==> config.mk <==
export PLATFORM = sky130hd
export DESIGN_NAME = cv32e40s_data_bus_arbiter
export DESIGN_NICKNAME = d
export VERILOG_FILES = /design/src/rtl/cv32e40s_data_bus_arbiter.sv
export SDC_FILE = /design/constraint.sdc
export NUM_CORES = 1
export LEC_CHECK = 0
export ABC_AREA = 1
export ABC_CLOCK_PERIOD_IN_PS = 2150
export BUFFER_PORTS_ARGS = -buffer_cell sky130_fd_sc_hd__buf_2
export CAP_MARGIN = 20
export CORE_AREA = 2 2 110 112
export DETAILED_ROUTE_END_ITERATION = 16
export DIE_AREA = 0 0 112 114
export SETUP_SLACK_MARGIN = 0.2
export SYNTH_ARGS = -nofsm -noshare
export SYNTH_HDL_FRONTEND = slang
export SYNTH_SLANG_ARGS = --single-unit
==> constraint.sdc <==
create_clock -name clk -period 2.15 [get_ports clk]
set_input_delay 0.1075 -clock clk [delete_from_list [all_inputs] [get_ports clk]]
set_output_delay 0.1075 -clock clk [all_outputs]
set_load 0.05 [all_outputs]
==> src/rtl/cv32e40s_data_bus_arbiter.sv <==
// Round-robin arbiter sharing the OBI data bus between the LSU and a second master.
// Optional CV32E40S_DBA_DRAIN_ON_SWITCH_EN: owner changes only when nothing is in flight.
package cv32e40s_dba_pkg;
  typedef struct packed {
    logic [31:0] addr;
    logic        we;
    logic [3:0]  be;
    logic [31:0] wdata;
  } obi_data_req_t;

  typedef struct packed {
    logic [31:0] rdata;
    logic        err;
  } obi_data_resp_t;
endpackage

module cv32e40s_data_bus_arbiter
  import cv32e40s_dba_pkg::*;
#(
  parameter int DEPTH     = 2,
  parameter int CNT_WIDTH = $clog2(DEPTH+1)
) (
  input  logic                clk,
  input  logic                rst_n,
  input  logic [1:0]          req_valid_i,
  input  obi_data_req_t [1:0] req_trans_i,
  output logic [1:0]          req_ready_o,
  output logic [1:0]          resp_valid_o,
  output obi_data_resp_t      resp_o,
  output logic                valid_o,
  output obi_data_req_t       trans_o,
  input  logic                ready_i,
  input  logic                resp_valid_i,
  input  obi_data_resp_t      resp_i,
  output logic                busy_o,
  output logic                protocol_err_o
);

  localparam int PW = (DEPTH > 1) ? $clog2(DEPTH) : 1;
  localparam logic [CNT_WIDTH-1:0] CNT_MAX = CNT_WIDTH'(DEPTH);
  localparam logic [PW-1:0] PTR_MAX = PW'(DEPTH-1);

  logic                 last_q;
  logic                 lock_q;
  logic                 lock_sel_q;
  logic [CNT_WIDTH-1:0] cnt_q;
  logic [PW-1:0]        wr_ptr_q;
  logic [PW-1:0]        rd_ptr_q;
  logic [DEPTH-1:0]     fifo_q;

  logic sel;
  logic full;
  logic accept;
  logic stall;
  logic resp_ok;
  logic head;

  // A stalled request keeps the bus; ties and idle favour the other side.
  always_comb begin
    sel = !last_q;
    if (lock_q) begin
      sel = lock_sel_q;
    end
`ifdef CV32E40S_DBA_DRAIN_ON_SWITCH_EN
    else if (cnt_q != '0) begin
      sel = last_q;
    end
`endif
    else if (req_valid_i == 2'b01) begin
      sel = 1'b0;
    end else if (req_valid_i == 2'b10) begin
      sel = 1'b1;
    end
  end

  assign full    = (cnt_q == CNT_MAX);
  assign valid_o = req_valid_i[sel] && !full;
  assign trans_o = req_trans_i[sel];
  assign accept  = valid_o && ready_i;
  assign stall   = valid_o && !ready_i;

  assign req_ready_o[0] = ready_i && !full && !sel;
  assign req_ready_o[1] = ready_i && !full && sel;

  assign resp_ok        = resp_valid_i && (cnt_q != '0);
  assign head           = fifo_q[rd_ptr_q];
  assign resp_valid_o   = {resp_ok && head, resp_ok && !head};
  assign resp_o         = resp_i;
  assign protocol_err_o = resp_valid_i && (cnt_q == '0);
  assign busy_o         = (cnt_q != '0) || (|req_valid_i);

  always_ff @(posedge clk or negedge rst_n) begin
    if (!rst_n) begin
      last_q     <= 1'b1;
      lock_q     <= 1'b0;
      lock_sel_q <= 1'b0;
    end else begin
      lock_q <= stall;
      if (stall) begin
        lock_sel_q <= sel;
      end
      if (accept) begin
        last_q <= sel;
      end
    end
  end

  always_ff @(posedge clk or negedge rst_n) begin
    if (!rst_n) begin
      cnt_q    <= '0;
      wr_ptr_q <= '0;
      rd_ptr_q <= '0;
      fifo_q   <= '0;
    end else begin
      if (accept) begin
        fifo_q[wr_ptr_q] <= sel;
        wr_ptr_q <= (wr_ptr_q == PTR_MAX) ? '0 : wr_ptr_q + 1'b1;
      end
      if (resp_ok) begin
        rd_ptr_q <= (rd_ptr_q == PTR_MAX) ? '0 : rd_ptr_q + 1'b1;
      end
      if (accept && !resp_ok) begin
        cnt_q <= cnt_q + 1'b1;
      end else if (!accept && resp_ok) begin
        cnt_q <= cnt_q - 1'b1;
      end
    end
  end

endmodule

Word level (Yosys, flattened, before mapping) --
Cells that the tools add are included. Widths: inputs -> output; s select.
Operators by class: reductions and logical operators 25, equal/unequal tests 3, magnitude comparators 4, multiplexer cells 16, $add $sub $neg 4
Operators with widths (count):
- $mux 69 | 2
- $logic_and 1x1->1 | 13
- $mux 1 | 10
- $logic_not 1->1 | 7
- $lt 1x2->1 const B | 3
- $eq 2x2->1 const B | 2
- $mux 2 | 2
- $reduce_bool 2->1 | 2
- $add 1x1->1 const B | 2
- $add 2x1->2 const B | 1
- $bwmux 2 | 1
- $eq 2x1->1 const B | 1
- $logic_not 2->1 | 1
- $reduce_or 2->1 | 1
- $sub 2x1->2 const B | 1
- $demux 1 s1 | 1
- $ge 1x1->1 const B | 1
- $logic_or 1x1->1 | 1
Word-level totals: word-level logic and storage cells 59, output and inout bits 109, flip-flop bits (word level) 9

Logic depth before layout (Yosys ltp) --
depth after elaboration 12, gate-level depth with buffers 12, gate-level depth less buffers 11

Worst setup path before layout --
OpenSTA, ideal clock, no wires.
kind reg-to-reg, start reg last_q, end reg cnt_q[1], stages on the path, launching flop included 13, arrival 1.740 ns, data required time 2.026 ns, library setup time 0.124 ns, slack 0.285 ns, clock period less this slack 1.865 ns, path buffers 1, cell sequence dfstp_2 -> nor2_1 -> nor2_1 -> nand2_2 -> nand2_2 -> buf_6 -> nand2_2 -> nand3_2 -> inv_1 -> ha_1 -> a21oi_1 -> o21ai_0 -> xnor2_1
Between the ends: longest elaborated chain between the ends 11, elaborated cells on any way between the ends 13, classes of those cells mux: 6; reduce/logical: 7
RTL lines:
- start: declaration | RTL line 43 | logic last_q;
- start signal: assignment | RTL line 103 | last_q <= sel;
- $logic_not 1->1 (*) | RTL line 60 | sel = !last_q;
- $mux 1 (*) | RTL line 71 | end else if (req_valid_i == 2'b10) begin
- $mux 1 (*) | RTL line 69 | else if (req_valid_i == 2'b01) begin
- $mux 1 (*) | RTL line 61 | if (lock_q) begin
- $mux 1 (not written as such) (*) (2 in a row) | RTL line 77 | assign valid_o = req_valid_i[sel] && !full;
- $logic_and 1x1->1 (*) | RTL line 77
- $logic_and 1x1->1 (*) | RTL line 79 | assign accept = valid_o && ready_i;
- net accept | RTL line 53 | logic accept;
- $logic_not 1->1 | RTL line 124 | end else if (!accept && resp_ok) begin
- $logic_and 1x1->1 | RTL line 124
- $reduce_bool 2->1 (no source line)
- end signal: assignment | RTL line 123 | cnt_q <= cnt_q + 1'b1;
- end signal: assignment | RTL line 125 | cnt_q <= cnt_q - 1'b1;
- end: declaration | RTL line 46 | logic [CNT_WIDTH-1:0] cnt_q;
Mark *: on every way through the listed nets, which the timed path passes. The rest lies on a longest branch. The select of a mux whose other input is x is not followed. A chain may end at the register's enable or synchronous reset.

==> results summary <==
The clock tree buffer depth is 2. Clock tree synthesis inserted a total of 3 buffers. The DRC violation count after routing is 0. Pin placement for this block handled 286 I/O pins. The number of detailed-route iterations in the first pass is 4.

The worst relative slew slack came out at 84.16%. The detail-routed net length per standard cell came out at 13.48 um. The number of placement rows came out at 40. The clock reaches the later pin of the worst-skew pair after 0.24 ns. The global placer's final weighted congestion came out at 0.7460. The pin count of the biggest net entering global routing came out at 42. The number of max-slew violations in the final report was 0. The leakage power is 0.002240 uW. The wire length of the first global-routing pass came out at 10.32 mm. The yosys synthesis warning count came out at 0. The share of the core filled with cells came out at 31.53%.

The critical path goes through nor2_2, nor2_2, nand2_2, nand2_4, buf_12, buf_8, buf_16, buf_12, nand2_4, nand2_2, buf_8. The maximum level of the CTS H-tree came out at 1. The synthesized net count is 505. The effective utilization at floorplan came out at 14.11%. The area added between synthesis and finish came out at 123.4%. The clock-pin slew reported for the worst setup and hold paths after clock tree synthesis is 0.04 ns. Summed over all nets, the half-perimeter wirelength after detailed placement is 5.313 mm. The clock drives 9 sinks. STA classifies the critical path endpoint as an output pin. The maximum fanout along the worst path is 7. The repair_antennas step left the layout with diodes totalling 0. The routed via count divided by cell count came out at 3.970. The total overflow left after global routing is 0. On the critical path, the stage with the largest delay is an instance of dfstp_2. The die outline width came out at 112 um. STA classifies the critical path startpoint as a register. The minimum setup slack in the final design came out at 0.1777 ns.

Across the run, the number of max-cap violations was 0. The total power of the final layout is 6958 uW. Adding up every negative setup slack in the final design gives 0 ns. The worst setup path is of the register to output pin kind. The post-placement setup slack is 0.2494 ns. The fraction of the cycle the final worst path needs came out at 91.73%. The sum of buffers and inverters on the critical path is 5. Summed over all layers, the routed wires come to 9.073 mm. The ratio of total power to cell area came out at 1884 nW/um2.

Setup repair after global routing could not meet its margin everywhere. The number of instances in the synthesized netlist came out at 327. The count of buffers from port buffering is 219. The core area came out at 11,710 um2. TritonCTS built the clock tree.

The highest clock rate came out at 507.0 MHz. The initial antenna violation count came out at 0. The run finished with clean final reports. The shortest clock period the worst path allows after layout is 1.972 ns. At the pin with the least slew margin, the transition time is 0.2351 ns.

The number of nets in the layout came out at 705. The number of different library cells in the post-synthesis netlist came out at 19. The area of the mapped netlist is 1653 um2. The via count of the first global-routing pass was 2,216.

The first routing iteration left 88 violations. Clock tree synthesis selected as its root buffer the cell clkbuf_16. The synthesized area per cell is 5.055 um2. The final-report setup violation count is 0.

Across all hold checks on the routed design, the worst slack comes to 0.1702 ns. The cell family with the largest share of critical-path delay is buffers and inverters. The total count of hold-check failures in the final report came out at 0.

The number of nets with antenna violations after detailed routing is 0. The post-route netlist has 53.23% of its cells at a drive strength greater than 1. The required time at the endpoint of the critical path came out at 2.04 ns. The final worst clock skew came out at 0.003694 ns. The portion of the post-synthesis area used by sequential elements came out at 13.70%. The data arrival time of the critical path is 1.86 ns.

The chip height came out at 114 um. The worst-case IR drop observed on VDD is 0.0007854 V. The maximum cell stage delay along the critical path came out at 0.54 ns. The routed via count came out at 2,672.

The floorplan step defined a die boundary enclosing 12,770 um2. The class of the tightest hold or removal check is input port to register. The flop and latch count out of synthesis is 9.

The global-route usage over all layers came out at 9.715%.
==> worst min-delay path, delay by kind of cell <==
| family | cells | cell delay, ns |
|---|---|---|
| simple gates | 2 | 0.13 |
| buf+inv | 2 | 0.13 |
==> cell usage after synthesis <==
cell type,count,area share (%)
nand2_1,224,51
nand4_1,6,2.3
dfstp_2,1,1.6
nand3_2,1,0.61
dfrtp_1,8,12
nand2_2,4,1.5
nand3_1,3,0.91
buf_6,1,0.68
inv_2,1,0.23
buf_4,40,18
buf_2,7,2.1
xor2_1,1,0.53
inv_1,14,3.2
a21oi_1,1,0.30
ha_1,1,0.76
o21ai_0,3,0.91
nor2_1,8,1.8
xnor2_1,2,1.1
or2_2,1,0.38
==> through the flow <==
stage | cells | area, um2
after floorplan | 327 | 1653
after global placement | 649 | 2641
after detailed placement | 649 | 2641
after CTS | 656 | 2853
after global routing | 673 | 3692
final | 673 | 3692
==> layout by cell type (no fill, tap or decap) <==
cell / Yosys / final
o21ai_0: 3 / 2
dfrtp_1: 8 / 8
nand3_1: 3 / 3
buf_8: 0 / 6
nand2_1: 224 / 201
buf_6: 1 / 70
dlygate4sd3_1: 0 / 1
nand4_1: 6 / 6
xor2_1: 1 / 1
inv_1: 14 / 14
nand2_4: 0 / 6
nor2_2: 0 / 3
nand3_2: 1 / 1
o21ai_1: 0 / 1
or2_2: 1 / 1
a21oi_1: 1 / 1
ha_1: 1 / 1
buf_2: 7 / 148
nor2_1: 8 / 5
inv_12: 0 / 1
clkinv_2: 0 / 1
nand2_2: 4 / 21
clkbuf_16: 0 / 10
dfstp_2: 1 / 1
buf_4: 40 / 3
xnor2_1: 2 / 2
buf_12: 0 / 5
buf_16: 0 / 2
bufbuf_16: 0 / 1
==> routing by layer <==
metal,share of wire (%),GRT usage [%]
met1,42,11.70
met2,48,16.57
met3,7.7,2.763
met4,1.9,3.577
met5,0,0
==> power by group <==
group          switching [uW]  leakage (uW)  internal, uW
Combinational            3890       0.00209          2410
Sequential               59.5      0.000109           260
Clock                    90.9     0.0000409           246
Total                    4040       0.00224          2920
==> worst paths after layout <==
kind	from	endpoint	slack, ns	cells past startpoint
worst max-delay path	last_q	trans_o[18]	0.18	11
worst min-delay path	ready_i	lock_sel_q	0.17	4
worst max register to register	last_q	cnt_q[1]	0.29	11
worst min register to register	lock_sel_q	lock_sel_q	0.47	2
max in group asynchronous	rst_n	last_q	1.65	2
min in group asynchronous	rst_n	fifo_q[1]	0.25	2
==> repair_timing <==
item                                    in CTS  in global routing
gates cloned                                 1                 12
endpoints found under the setup margin      71                 72
setup buffers                                1                  5
hold buffers                                 1                  0
pin swaps                                    0                 13
hold endpoints to repair                     9                  0
gates resized for setup                     25                222
==> cell type report <==
cell class                      count  area, um2
Clock buffer                        3      75.07
Tap cell                          147      183.9
Fill cell                        1259       8019
Multi-Input combinational cell    255       1119
Clock inverter                      1      5.005
Sequential cell                     9      226.5
Inverter                           15      68.82
Timing Repair Buffer              243       2014
==> cell families after synthesis <==
group	synth area share, %
and+or+nand+nor	58.37
AOI/OAI and AO/OA	1.211
xor gates and xnor gates	1.590
DFF	13.70
buffers and inverters	24.38
adders and majority gates	0.7569
==> registers in the layout, indices dropped and copies added (netlist names) <==
| register | count |
|---|---|
| cnt_q | 2 |
| fifo_q | 2 |
| last_q | 1 |
| lock_q | 1 |
| lock_sel_q | 1 |
| rd_ptr_q | 1 |
| wr_ptr_q | 1 |
No activity file was read; power rests on OpenSTA's default activity.
